## config.mk

```make
export PLATFORM = sky130hd
export DESIGN_NAME = fetch_pc_ctrl
export DESIGN_NICKNAME = d
export VERILOG_FILES = /design/src/rtl/fetch_pc_ctrl.sv
export SDC_FILE = /design/constraint.sdc
export NUM_CORES = 1
export LEC_CHECK = 0
export ABC_AREA = 1
export BUFFER_PORTS_ARGS = -buffer_cell sky130_fd_sc_hd__buf_2
export CORE_MARGIN = 2
export CORE_UTILIZATION = 55
export DETAILED_ROUTE_END_ITERATION = 10
export HOLD_SLACK_MARGIN = 0.12
export PLACE_DENSITY_LB_ADDON = 0.08
export SYNTH_ARGS = -nofsm -noshare
export SYNTH_HDL_FRONTEND = slang
export SYNTH_SLANG_ARGS = --single-unit
```

## constraint.sdc

```tcl
create_clock -name clk -period 2.4 [get_ports clk]
set_input_delay 0.48 -clock clk [delete_from_list [all_inputs] [get_ports clk]]
set_output_delay 0.48 -clock clk [all_outputs]
set_load 0.02 [all_outputs]
```

## src/rtl/fetch_pc_ctrl.sv

```systemverilog
// fetch_pc_ctrl: owns the fetch PC, issues pair fetch requests, applies redirects, throttles on buffer full.
// Rev 1.0
`default_nettype none

module fetch_pc_ctrl #(
    parameter logic [31:0] RESET_PC = 32'h1c00_0000
) (
    input  logic        clk,
    input  logic        rstn,
    input  logic        flush_EX,
    input  logic [31:0] ex_target,
    input  logic        flush_BR,
    input  logic [31:0] br_target,
    input  logic        i_icache_ack,
    input  logic        i_stall_icache,
    input  logic        i_buf_full,
    output logic [31:0] o_fetch_pc,
    output logic        o_fetch_en,
    output logic [1:0]  o_pair_mask,
    output logic        o_resp_kill,
    output logic [1:0]  o_state
);

    localparam logic [1:0] BOOT = 2'd0;
    localparam logic [1:0] RUN  = 2'd1;
    localparam logic [1:0] MISS = 2'd2;
    localparam logic [1:0] HOLD = 2'd3;

    logic [1:0]  state, state_nxt;
    logic [31:0] pc, pc_nxt;
    logic        pend_valid, pend_valid_nxt;
    logic [31:0] pend_pc, pend_pc_nxt;

    logic        redir;
    logic [31:0] redir_raw;
    logic [31:0] redir_pc;
    logic [31:0] seq_pc;
    logic        miss_exit;

    // Exception redirect outranks a branch redirect in the same cycle.
    assign redir     = flush_EX | flush_BR;
    assign redir_raw = flush_EX ? ex_target : br_target;
    assign redir_pc  = redir_raw & ~32'd3;
    assign seq_pc    = pc[2] ? (pc + 32'd4) : (pc + 32'd8);
    assign miss_exit = !i_stall_icache && i_icache_ack;

    always_ff @(posedge clk or negedge rstn) begin
        if (!rstn) begin
            state      <= BOOT;
            pc         <= RESET_PC;
            pend_valid <= 1'b0;
            pend_pc    <= 32'd0;
        end else begin
            state      <= state_nxt;
            pc         <= pc_nxt;
            pend_valid <= pend_valid_nxt;
            pend_pc    <= pend_pc_nxt;
        end
    end

    always_comb begin
        state_nxt      = state;
        pc_nxt         = pc;
        pend_valid_nxt = pend_valid;
        pend_pc_nxt    = pend_pc;
        case (state)
            BOOT: begin
                state_nxt = RUN;
            end
            RUN: begin
                if (i_stall_icache) begin
                    state_nxt = MISS;
                    if (redir) begin
                        pend_valid_nxt = 1'b1;
                        pend_pc_nxt    = redir_pc;
                    end
                end else if (redir) begin
                    pc_nxt    = redir_pc;
                    state_nxt = i_buf_full ? HOLD : RUN;
                end else if (i_icache_ack) begin
                    pc_nxt    = seq_pc;
                    state_nxt = i_buf_full ? HOLD : RUN;
                end else if (i_buf_full) begin
                    state_nxt = HOLD;
                end
            end
            MISS: begin
                if (miss_exit) begin
                    // A redirect deferred during the miss takes precedence on exit.
                    if (pend_valid) begin
                        pc_nxt         = pend_pc;
                        pend_valid_nxt = 1'b0;
                    end else if (redir) begin
                        pc_nxt = redir_pc;
                    end else begin
                        pc_nxt = seq_pc;
                    end
                    state_nxt = i_buf_full ? HOLD : RUN;
                end else if (redir) begin
                    pend_valid_nxt = 1'b1;
                    pend_pc_nxt    = redir_pc;
                end
            end
            HOLD: begin
                if (redir) begin
                    pc_nxt = redir_pc;
                end
                if (!i_buf_full) begin
                    state_nxt = RUN;
                end
            end
            default: begin
                state_nxt = BOOT;
            end
        endcase
    end

    always_comb begin
        o_fetch_en  = (state == RUN) || (state == MISS);
        o_pair_mask = o_fetch_en ? (pc[2] ? 2'b10 : 2'b11) : 2'b00;
        o_resp_kill = (state == MISS) && miss_exit && (pend_valid || redir);
    end

    assign o_fetch_pc = pc;
    assign o_state    = state;

endmodule

`default_nettype wire
```

==> results of run 1 <==
area by class of cell:
| type | instances | area, um^2 |
|---|---|---|
| fill | 757 | 2710 |
| timing repair buffer | 118 | 654 |
| inverter | 89 | 334 |
| multi-input combinational | 547 | 2530 |
| clock inverter | 3 | 40.0 |
| sequential | 65 | 1630 |
| clock buffer | 13 | 149 |
| tap | 105 | 131 |
logic make-up (layout without fill, tap and decap cells):
group | count (synthesis) | after routing
compound gates | 142 | 142
xor+xnor | 12 | 12
fa+ha+maj | 4 | 4
buf+inv | 121 | 223
flops | 65 | 65
simple gates | 388 | 389
repair_timing:
action | in CTS | in global routing
gates resized for setup | 1 | 4
setup endpoints to repair | 14 | 16
pin swaps | 0 | 2
setup buffers | 0 | 1
gates cloned | 0 | 1
layer usage:
layer,global-route usage,up-vias
li1,-,2499
met1,0.380,2328
met2,0.497,177
met3,0.0538,21
met4,0.107,0
met5,0,-
Yosys cell counts, types with 2 or more instances:
cell type / instances / area share
nand2_1: 246 / 0.20
nor2_1: 115 / 0.094
inv_1: 86 / 0.070
dfrtp_1: 62 / 0.34
o21ai_0: 61 / 0.066
a21oi_1: 38 / 0.041
a211oi_1: 25 / 0.041
clkbuf_1: 19 / 0.016
nand3_1: 18 / 0.020
buf_2: 8 / 0.0087
xnor2_1: 8 / 0.015
a31oi_1: 7 / 0.0095
buf_4: 5 / 0.0082
o211ai_1: 5 / 0.0082
ha_1: 4 / 0.011
xor2_1: 4 / 0.0076
dfstp_2: 3 / 0.017
inv_2: 3 / 0.0024
nor2_2: 3 / 0.0041
a22oi_1: 2 / 0.0033
or2_2: 2 / 0.0027
through the flow:
step	setup WS, ps	util
floorplan	397	-
global placement	51.7	0.641
detailed placement	-31.0	0.641
CTS	52.4	0.665
global route	-17.5	0.669
finish	151	0.669
state kept, by name, summed over array words and instances (netlist names):
name,flops
pend_valid,1
o_state,2
pend_pc,30
o_fetch_pc,32
power by group through the flow:
stage | registers [uW] | logic [uW] | clock network [uW]
after global routing | 2270 | 4480 | 1020
after detailed placement | 2200 | 3860 | 0
after CTS | 2180 | 3890 | 966
after global placement | 2190 | 3730 | 0
after floorplan | 2390 | 2530 | 0
final | 2200 | 3970 | 958
worst max path at each step:
stage	startpoint	end	slack [ps]	depth (start not counted)
CTS	o_state[1]	pend_pc[11]	50	8
floorplan	o_state[0]	o_fetch_pc[15]	400	9
detailed placement	o_state[1]	pend_pc[12]	-30	7
global route	o_state[0]	o_resp_kill	-20	7
finish	o_state[0]	o_resp_kill	150	7
global placement	o_state[0]	pend_pc[12]	50	5
==> flow_metrics.tcl, run 1 <==
set metrics [dict create \
    worst_r2r_endpoint "o_fetch_pc[12]" \
    synthFlopType "dfrtp_1" \
    synth_area_per_cell_um2 6.28 \
    most-common-layout-cells "246 x nand2_1, 114 x nor2_1, 104 x buf_2" \
    wire_per_inst_um 13.9 \
    first_pass_iters 5 \
    area_delta_synth_final_pct 18.9 \
    io_pins 109 \
    maxSlewViolCount 0 \
    crit_arrival_ps 1770 \
    drive_above_1_share 0.178 \
    vias_per_cell 5.35 \
    run_status "completed" \
    crit_family "buffers and inverters" \
    met3_length_um 883 \
    drt-initial-drc-count 323 \
    fin_setup_tns_ps 0 \
    synthArstFlopShare 1.00 \
    synthSimpleGateAreaFrac 0.329 \
    r2r_cells 10 \
    layout_commonest_cell "nand2_1" \
    p_sw_uw 3590 \
    worst-path-buf-inv 4 \
    fin_nets 905 \
    synth_top_family_by_area "simple AND/OR/NAND/NOR gates" \
    root_buffer "clkbuf_8" \
    post-route-period-util 0.937 \
    hold_buffers 0 \
    synth_area_um2 4600 \
    dp.cells 922 \
    worst_pin_slew_ps 739 \
    clock-sinks 65 \
    cts-buffers-inserted 9 \
    hpwl_um 8960 \
    setup_viol 0 \
    path_max_fanout 4 \
    crit_path_end_kind "output port" \
    h-tree-depth 3 \
    required_ps 1920 \
    antennaDiodeCount 0 \
    drv_cap 0 \
    grt_pass1_vias 4647 \
    rows 33 \
    m1WireLength_um 5670 \
    r2r_slack_ps 180 \
    cpPeakStageDelay_ps 410 \
    die_area_um2 9110 \
    track_usage 0.295 \
    power_leakage_uw 0.00285 \
    synth-edff-count 0 \
    finalHoldViolations 0 \
    clkLatencyLatePin_ps 360 \
    start_util 0.563 \
    drc_errors 0 \
    slew_headroom 0.504 \
    hold_path_class "in -> async" \
    top_layer "met4" \
    cp_cell_sequence "inv_1, ha_2, inv_1, nor2_4, inv_1, a21oi_1, buf_2" \
    path_clk_slew_ps 80 \
    synth-adder-area-share 0.0109 \
    path_class "reg -> out" \
    wl_met2_um 6260 \
    synth_xor_area_frac 0.0229 \
    ys_types 29 \
    gp_congestion 0.865 \
    ant_nets 0 \
    core_um2 8180 \
    fin_area_um2 5470 \
    irDropWorstVdd_mv 1.25 \
    numPortBuffers 104 \
    seqPwrFrac 0.308 \
    start_kind "flip-flop" \
    internal_power_uw 3540 \
    critPathMostFrequentCell "inv_1" \
    finalWirelength_um 13100 \
    power_uw 7130 \
    cts_tree "yes" \
    die_height_um 95.4 \
    die_w_um 95.4 \
    yosysSeqAreaShare 0.354 \
    swShare 0.503 \
    clkPwrFrac 0.134 \
    synth.area.mux_share 0 \
    p_comb_frac 0.557 \
    synth-compound-area-share 0.177 \
    whs_ps 141 \
    rr_startpoint "o_state[0]" \
    skew_ps 16.0 \
    final_cells 940 \
    final.min_clock_period_ps 2250 \
    netlist_instances 732 \
    crit_slowest_cell "dfrtp_1" \
    globalRouteOverflowTotal 0 \
    vias 5025 \
    fmax_ghz 0.445 \
    syn-num-nets 807 \
    antenna_found_initial 0 \
    cts_max_path_buffers 2 \
    power.density_nw_per_um2 1300 \
    grt_pass1_wl_um 21100 \
    synth-seq-cells 65 \
    placement.cell_area_um2 5240 \
    grt_max_degree 66 \
    yosys_warnings 0 \
]
No activity file was read; power rests on OpenSTA's default activity.
==> inputs of run 2 (changes only) <==
==> constraint.sdc (replaced) <==
create_clock -name clk -period 2.4 [get_ports clk]
set_input_delay 0.12 -clock clk [delete_from_list [all_inputs] [get_ports clk]]
set_output_delay 0.12 -clock clk [all_outputs]
set_load 0.02 [all_outputs]
==> run 2 against run 1 <==
Effect of this change:
- first-iteration DRC count is 7.1% lower
- core utilization is 0.90 points higher
- cell area is 1.4% higher
- sequential power hardly changed
- routed wire length is 0.59% lower
- hold slack worse by 22 ps
- critical path depth is 2 higher
- via count is 0.48% lower
- worst setup slack better by 18 ps
- count of clock-buffer cells in the layout is 1 higher
- combinational power hardly changed
- largest cell class unchanged
- largest power group unchanged
==> flow_metrics.tcl, run 2 (synthesis results as in run 1) <==
set metrics [dict create \
    final.min_clock_period_ps 2230 \
    power_uw 7290 \
    crit_slowest_cell "dlygate4sd3_1" \
    irDropWorstVdd_mv 0.977 \
    finalHoldViolations 0 \
    cts_tree "yes" \
    dp_worst_setup_slack_ps 386 \
    most-common-layout-cells "246 x nand2_1, 115 x nor2_1, 104 x buf_2" \
    grt_util_met3 0.0648 \
    first_pass_iters 5 \
    run_status "completed" \
    hold_path_class "in -> reg" \
    dp.cells 920 \
    cts_setup_buffers 0 \
    cts_max_path_buffers 2 \
    path_clk_slew_ps 80 \
    die_area_um2 9110 \
    maxSlewViolCount 0 \
    required_ps 2680 \
    core_um2 8180 \
    rsz0062_at_grt "false" \
    finalWirelength_um 13000 \
    use_met2 0.525 \
    antennaDiodeCount 0 \
    vias 5001 \
    start_util 0.563 \
    fin_setup_tns_ps 0 \
    track_usage 0.300 \
    post-route-period-util 0.930 \
    antenna_found_initial 0 \
    slew_headroom 0.419 \
    cts-buffers-inserted 9 \
    drt-initial-drc-count 300 \
    cpPeakStageDelay_ps 560 \
    power.density_nw_per_um2 1320 \
    drv_cap 0 \
    ant_nets 0 \
    worst_pin_slew_ps 871 \
    grt_pass1_wl_um 21700 \
    layout_commonest_cell "nand2_1" \
    grt_max_degree 61 \
    die_height_um 95.4 \
    start_kind "flip-flop" \
    drive_above_1_share 0.172 \
    skew_ps 12.3 \
    fin_nets 908 \
    crit_arrival_ps 2510 \
    numPortBuffers 104 \
    h-tree-depth 3 \
    hpwl_um 9130 \
    globalRouteOverflowTotal 0 \
    power_leakage_uw 0.00289 \
    busiest_layer "met2" \
    path_class "reg -> reg" \
    cp_cell_sequence "inv_1, ha_1, inv_1, nor2_1, nor3_4, buf_12, nor2_1, a31oi_1, dlygate4sd3_1" \
    clkLatencyLatePin_ps 350 \
    met1_usage 0.356 \
    io_pins 109 \
    root_buffer "clkbuf_8" \
    vias_per_cell 5.30 \
    crit_path_end_kind "flip-flop" \
    final_cells 943 \
    rows 33 \
    area_delta_synth_final_pct 20.5 \
    drc_errors 0 \
    gp_congestion 0.895 \
    clock-sinks 65 \
    die_w_um 95.4 \
    fmax_ghz 0.448 \
    wire_per_inst_um 13.8 \
    grt_pass1_vias 4943 \
    worst_slack_ps 169 \
    setup_viol 0 \
    path_max_fanout 60 \
    largest_register_ffs 32 \
]
## run 2: cell count changes in the layout (fill, tap and decap cells not counted), sizes merged
cell         previous run  this run
nor3                    3         2
clkbuf                 13        14
dlygate4sd3             0         7
bufinv                  1         2
clkinv                  2         0
buf                   118       115
## run 2: per-layer routing
metal | share of wire | up-vias
met5 | 0 | -
met2 | 0.48 | 165
met3 | 0.058 | 28
met4 | 0.028 | 0
met1 | 0.43 | 2316
li1 | - | 2492
## run 2: power by group
part	internal [uW]	leakage (uW)	switching, uW
clock	672	0.000117	439
combinational	1420	0.00201	2550
sequential	1660	0.000760	537
total	3760	0.00289	3530
## run 2: through the flow
stage	util	cell area [um^2]	hold WS, ps
4_1_cts	0.678	5540	120
6_report	0.678	5540	119
2_1_floorplan	-	4600	-176
5_1_grt	0.678	5540	162
3_5_place_dp	0.641	5240	241
3_3_place_gp	0.641	5240	224
## run 2: cell type report
cell class / instances / area (um^2)
clock buffers: 14 / 173
clock inverters: 2 / 60.1
fillers: 746 / 2640
inverters: 89 / 334
multi-input cells: 546 / 2500
flip-flops and latches: 65 / 1630
well taps: 105 / 131
repair buffers: 122 / 711
## run 2: what timing repair did
action,4_1_cts,5_1_grt
endpoints found under the hold margin,31,0
resized for setup,0,0
hold buffers,7,0
## run 2: critical path: cells and delay by family (launching register included)
| kind | cells | cell delay, ps |
|---|---|---|
| buffers and inverters | 4 | 1030 |
| AO/OA/AOI/OAI | 1 | 130 |
| AND/OR/NAND/NOR | 3 | 380 |
| adder cells (fa/ha/maj) | 1 | 230 |
| flip-flops | 1 | 400 |
## run 2: final timing paths
path                                from              to  slack, ps  cells after the start
max                           o_state[0]      pend_pc[2]        170                      9
min                        br_target[19]     pend_pc[19]        120                      5
max reg2reg                   o_state[0]      pend_pc[2]        170                      9
min reg2reg                o_fetch_pc[0]   o_fetch_pc[0]        490                      2
max in group asynchronous           rstn      pend_pc[2]       1350                      3
min in group asynchronous           rstn  o_fetch_pc[16]        380                      2
